### src/rtl/stopwatch_ctrl.sv
// Stopwatch front-panel controller: debounces the start/stop and lap/clear keys
// and runs the IDLE/RUNNING/LAP/STOPPED mode FSM that drives the datapath and display.

module stopwatch_key_debounce #(
    parameter int DEBOUNCE_CYCLES = 1000000
) (
    input  logic clock,
    input  logic reset_n,
    input  logic key_n,
    output logic press
);

    localparam logic [19:0] CNT_LAST = 20'(DEBOUNCE_CYCLES - 1);

    logic        sync1_q;
    logic        sync2_q;
    logic        level_q;
    logic        level_d;
    logic        level_dly_q;
    logic [19:0] cnt_q;
    logic [19:0] cnt_d;
    logic        press_q;

    // Keys idle high, so the synchronizer comes out of reset already "released".
    always_ff @(posedge clock or negedge reset_n) begin
        if (!reset_n) begin
            sync1_q <= 1'b1;
            sync2_q <= 1'b1;
        end else begin
            sync1_q <= key_n;
            sync2_q <= sync1_q;
        end
    end

    always_comb begin
        level_d = level_q;
        cnt_d   = '0;
        if (sync2_q != level_q) begin
            if (cnt_q == CNT_LAST) begin
                level_d = sync2_q;
            end else begin
                cnt_d = cnt_q + 20'd1;
            end
        end
    end

    // The press pulse compares the debounced level with its delayed copy, so it
    // lands one cycle after the debounced level falls and never on a release.
    always_ff @(posedge clock or negedge reset_n) begin
        if (!reset_n) begin
            cnt_q       <= '0;
            level_q     <= 1'b1;
            level_dly_q <= 1'b1;
            press_q     <= 1'b0;
        end else begin
            cnt_q       <= cnt_d;
            level_q     <= level_d;
            level_dly_q <= level_q;
            press_q     <= level_dly_q & ~level_q;
        end
    end

    assign press = press_q;

endmodule

module stopwatch_ctrl #(
    parameter int DEBOUNCE_CYCLES = 1000000
) (
    input  logic        clock,
    input  logic        reset_n,
    input  logic        key_start_n,
    input  logic        key_lap_n,
    input  logic [17:0] epoch,
    input  logic [7:0]  m_epoch,
    output logic        run,
    output logic        clear,
    output logic        frozen,
    output logic [17:0] disp_epoch,
    output logic [7:0]  disp_m_epoch,
    output logic [1:0]  state
);

    typedef enum logic [1:0] {
        IDLE    = 2'd0,
        RUNNING = 2'd1,
        LAP     = 2'd2,
        STOPPED = 2'd3
    } state_t;

    state_t      state_q;
    state_t      state_d;
    logic        run_q;
    logic        run_d;
    logic        frozen_q;
    logic        frozen_d;
    logic        clear_q;
    logic        clear_d;
    logic [17:0] disp_epoch_q;
    logic [7:0]  disp_m_epoch_q;
    logic        start_evt;
    logic        lap_evt;

    stopwatch_key_debounce #(
        .DEBOUNCE_CYCLES(DEBOUNCE_CYCLES)
    ) u_start_db (
        .clock  (clock),
        .reset_n(reset_n),
        .key_n  (key_start_n),
        .press  (start_evt)
    );

    stopwatch_key_debounce #(
        .DEBOUNCE_CYCLES(DEBOUNCE_CYCLES)
    ) u_lap_db (
        .clock  (clock),
        .reset_n(reset_n),
        .key_n  (key_lap_n),
        .press  (lap_evt)
    );

    always_ff @(posedge clock or negedge reset_n) begin
        if (!reset_n) begin
            state_q <= IDLE;
        end else begin
            state_q <= state_d;
        end
    end

    // Start is checked first in every state so a simultaneous lap press is dropped.
    always_comb begin
        state_d = state_q;
        case (state_q)
            IDLE: begin
                if (start_evt) state_d = RUNNING;
            end
            RUNNING: begin
                if (start_evt)    state_d = STOPPED;
                else if (lap_evt) state_d = LAP;
            end
            LAP: begin
                if (start_evt)    state_d = STOPPED;
                else if (lap_evt) state_d = RUNNING;
            end
            STOPPED: begin
                if (start_evt)    state_d = RUNNING;
                else if (lap_evt) state_d = IDLE;
            end
            default: state_d = IDLE;
        endcase
    end

    // Outputs are decoded from the next state so the registered copies line up
    // with the state register on the same edge.
    always_comb begin
        run_d    = (state_d == RUNNING) || (state_d == LAP);
        frozen_d = (state_d == LAP);
        clear_d  = lap_evt && !start_evt &&
                   ((state_q == IDLE) || (state_q == STOPPED));
    end

    always_ff @(posedge clock or negedge reset_n) begin
        if (!reset_n) begin
            run_q    <= 1'b0;
            frozen_q <= 1'b0;
            clear_q  <= 1'b0;
        end else begin
            run_q    <= run_d;
            frozen_q <= frozen_d;
            clear_q  <= clear_d;
        end
    end

    // Display tracks the datapath unless frozen; the RUNNING->LAP edge still
    // loads because frozen_q is low then, which is what captures the lap value.
    always_ff @(posedge clock or negedge reset_n) begin
        if (!reset_n) begin
            disp_epoch_q   <= '0;
            disp_m_epoch_q <= '0;
        end else if (!frozen_q) begin
            disp_epoch_q   <= epoch;
            disp_m_epoch_q <= m_epoch;
        end
    end

    assign run          = run_q;
    assign frozen       = frozen_q;
    assign clear        = clear_q;
    assign disp_epoch   = disp_epoch_q;
    assign disp_m_epoch = disp_m_epoch_q;
    assign state        = state_q;

endmodule

### config.mk
export PLATFORM = sky130hd
export DESIGN_NAME = stopwatch_ctrl
export DESIGN_NICKNAME = d
export VERILOG_FILES = /design/src/rtl/stopwatch_ctrl.sv
export SDC_FILE = /design/constraint.sdc
export NUM_CORES = 1
export LEC_CHECK = 0
export CAP_MARGIN = 10
export CORE_MARGIN = 1
export CORE_UTILIZATION = 48
export DETAILED_ROUTE_END_ITERATION = 10
export PLACE_DENSITY = 0.76
export SLEW_MARGIN = 40
export SYNTH_ARGS = -nofsm -noshare
export SYNTH_HDL_FRONTEND = slang
export SYNTH_SLANG_ARGS = --single-unit
### constraint.sdc
create_clock -name clock -period 1.9 [get_ports clock]
set_input_delay 0.38 -clock clock [delete_from_list [all_inputs] [get_ports clock]]
set_output_delay 0.38 -clock clock [all_outputs]
set_load 0.005 [all_outputs]
==> flow_summary_export.csv <==
group,metric,value,unit
status,outcome,"finished with violations",
status,failed_checks,"negative setup slack",
detailed_routing,drc,0,
power_and_ir_drop,p_leak,1.99,nW
setup_path,path_cells,"or4_1 -> or4_4 -> o21ai_4 -> buf_6 -> a21oi_1",
clock_tree,cts_made_buffers,9,
die,core_area,7210,sq um
detailed_routing,dr.pass1.iters,4,
die,std_cell_rows,31,
clock_tree,clkTransAtPathRegs,0.08,ns
synth,synth_edf_count,0,
power_and_ir_drop,clkPwrFrac,41.9,%
detailed_routing,wl_per_cell,14.7,um
clock_tree,cts_tree,"yes",
synth,ys_types,39,
run,cap_violations,0,
timing,period_share,107,%
placed_design,place.gp.congestion,0.808,
layout,nNetsFinal,443,
synth,ys_ff_latch,81,
global_route,antenna_found_initial,0,
clock_tree,htreeDepth,3,
layout,n_antenna_cell,0,
setup_path,cpMaxStageDelayCell,"or4_4",
global_route,grt_pass1_wl,12100,um
setup_path,crit_start,"u_lap_db.cnt_q[11]",
setup_path,crit_family,"simple AND/OR/NAND/NOR gates",
die,initial_core_util,49.5,%
global_route,overflow,0,
timing,hold_viol,0,
setup_path,crit_path_end_kind,"register",
die,num_io_pins,61,
layout,final_core_util,66.9,%
clock_tree,post-cts-setup-buffers,0,
placed_design,dp.final_hpwl,5240,um
power_and_ir_drop,sw_frac_of_total,20.5,%
worst_hold_path,hold_path_class,"reg -> reg",
timing,finalClockSkew,0.00741,ns
synth,netlist_area,3570,sq um
die,die_w,88.3,um
power_and_ir_drop,power_frac_seq,50.9,%
timing,fin_ws,-0.127,ns
power_and_ir_drop,p_sw,0.723,mW
timing,setup_viol,21,
layout,final_common_cell,"dfrtp_1",
setup_path,r2r_setup_slack,-0.13,ns
setup_path,cp_num_buf_inv,1,
timing,slew_violations,0,
timing,rsz0062_at_grt,"true",
synth,yosysSeqAreaShare,57.0,%
synth,syn-instance-count,315,
global_route,grt_max_degree,37,
placed_design,portBuffers,60,
synth,synth_area_per_cell,11.3,sq um
global_route,grt.total_usage,20.8,%
setup_path,endpoint,"u_lap_db.cnt_q[19]",
timing,fin_crit,2.03,ns
die,die_area,7790,sq um
setup_path,critical_path_depth,5,
synth,yosysTopAreaCell,"dfrtp_1",
detailed_routing,routed_wl,7490,um
clock_tree,cts_root_buf,"clkbuf_8",
clock_tree,clkSinkCount,81,
synth,synth_top_area_share,51.1,%
global_route,grt_pass1_vias,2676,
setup_path,cp_data_required_time,2.13,ns
detailed_routing,ant_nets,0,
timing,fin_hold_ws,0.361,ns
setup_path,r2r_start,"u_lap_db.cnt_q[11]",
layout,syn_to_final_growth,35.1,%
synth,ys.warnings.count,0,
timing,slew_headroom,69.5,%
detailed_routing,vias,2664,
layout,final.fill_count,552,
layout,drive_gt1_share,26.8,%
setup_path,worstReg2RegEnd,"u_lap_db.cnt_q[19]",
synth,synth-main-ff-cell,"dfrtp_1",
power_and_ir_drop,ir_worst_vdd,0.453,mV
detailed_routing,drt_iter0_markers,107,
detailed_routing,vias_per_cell,5.22,
synth,async_flop_share,100,%
power_and_ir_drop,pwr-share-comb,7.2,%
power_and_ir_drop,cell_internal_pwr,2.80,mW
setup_path,worstPathMaxFanout,9,
timing,worstMarginPinSlew,0.458,ns
layout,final_cell_mix,"73 x dfrtp_1, 59 x clkdlybuf4s50_1, 28 x buf_4",
synth,synth_fp_nets,352,
setup_path,critPathLaunchType,"register",
setup_path,r2r_cells,5,
setup_path,path_class,"reg -> reg",
clock_tree,clk-insertion-delay-late,0.35,ns
setup_path,worst_ep_arrival_time,2.25,ns
timing,fmax,493,MHz
synth,synth.area.top_cells,"dfrtp_1 51%, mux2_2 8.8%, dfstp_2 5.9%",
power_and_ir_drop,power_per_cell_area,730,nW/um^2
setup_path,cp_slowest_stage_delay,0.57,ns
clock_tree,cts_buffer_depth,2,
die,die_h,88.3,um
[logic make-up (layout without fill, tap and decap cells)]
family,after synthesis,after routing,share of synthesized area (%)
buffers and inverters,27,123,3.05
flip-flops,81,81,57.0
AND/OR/NAND/NOR,108,108,16.2
adder cells (fa/ha/maj),7,7,2.45
XOR/XNOR,22,22,5.39
multiplexers,29,29,9.11
AO/OA/AOI/OAI,41,41,6.76
[metal layers]
| layer | wire [um] | global-route usage (%) | up-vias |
|---|---|---|---|
| li1 | - | - | 1283 |
| met1 | 3320 | 25.3 | 1277 |
| met2 | 3530 | 34.9 | 91 |
| met3 | 473 | 5.22 | 13 |
| met4 | 160 | 9.82 | 0 |
| met5 | 0 | 0 | - |
[flip-flops by register name, summed over array words and instances, names as in the netlist, 2 cells and up]
signal,count
u_start_db.cnt_q,20
disp_m_epoch,8
state,2
disp_epoch,18
u_lap_db.cnt_q,20
[area by class of cell]
cell class,instances,area [sq um],area share [%]
clock inverter,5,104,2.15
clock buffer,11,131,2.72
sequential,81,2040,42.2
timing repair buffer,92,865,17.9
multi-input combinational,207,1510,31.3
tap,99,124,2.57
inverter,15,56.3,1.17
[timing repair]
action / in CTS / in global routing
gates resized for setup: 14 / 11
pin swaps: 4 / 1
endpoints found under the hold margin: 27 / 0
hold buffers: 1 / 0
cloned: 2 / 0
setup endpoints to repair: 34 / 43
[worst min-delay path by stage]
stage / startpoint / endpoint / slack, ns / cells past startpoint
after global routing: u_lap_db.sync1_q / u_lap_db.sync2_q / 0.36 / 0
after detailed placement: u_lap_db.sync1_q / u_lap_db.sync2_q / 0.35 / 0
final: u_lap_db.sync1_q / u_lap_db.sync2_q / 0.36 / 0
after CTS: u_lap_db.sync1_q / u_lap_db.sync2_q / 0.36 / 0
after global placement: u_start_db.sync1_q / u_start_db.sync2_q / 0.35 / 0
after floorplan: reset_n / clear / 0.08 / 0
[per-stage QoR]
| step | setup slack [ns] | std cells | TNS (ns) | cell area, sq um | power [mW] |
|---|---|---|---|---|---|
| detailed placement | -0.0913 | 491 | -1.75 | 4480 | 2.07 |
| floorplan | -0.0190 | 315 | -0.0434 | 3590 | 1.89 |
| CTS | -0.0826 | 510 | -1.37 | 4780 | 3.56 |
| global placement | -0.0564 | 491 | -1.02 | 4480 | 2.06 |
| finish | -0.127 | 510 | -2.05 | 4830 | 3.52 |
| global route | -0.174 | 510 | -3.19 | 4830 | 3.66 |
[power by group through the flow]
stage | clock (mW) | combinational, mW | sequential (mW)
after floorplan | 0 | 0.0584 | 1.83
after global placement | 0 | 0.241 | 1.82
after detailed placement | 0 | 0.246 | 1.83
after CTS | 1.51 | 0.257 | 1.79
after global routing | 1.58 | 0.283 | 1.80
final | 1.48 | 0.253 | 1.79
[synthesized netlist by cell type (2+ instances only)]
cell / n
a21oi_1: 17
buf_2: 6
clkbuf_1: 6
dfrtp_1: 73
dfstp_2: 8
ha_1: 7
inv_1: 15
mux2_2: 28
nand2_1: 13
nand3_1: 15
nand3_2: 2
nand4_1: 4
nor2_1: 31
nor2b_1: 3
nor3_1: 5
nor4_1: 4
o21ai_0: 10
o31ai_1: 7
or2_2: 3
or3_1: 7
or3_2: 3
or4_1: 11
xnor2_1: 13
xor2_1: 9
Note: power is estimated with default switching activity, not from simulation.
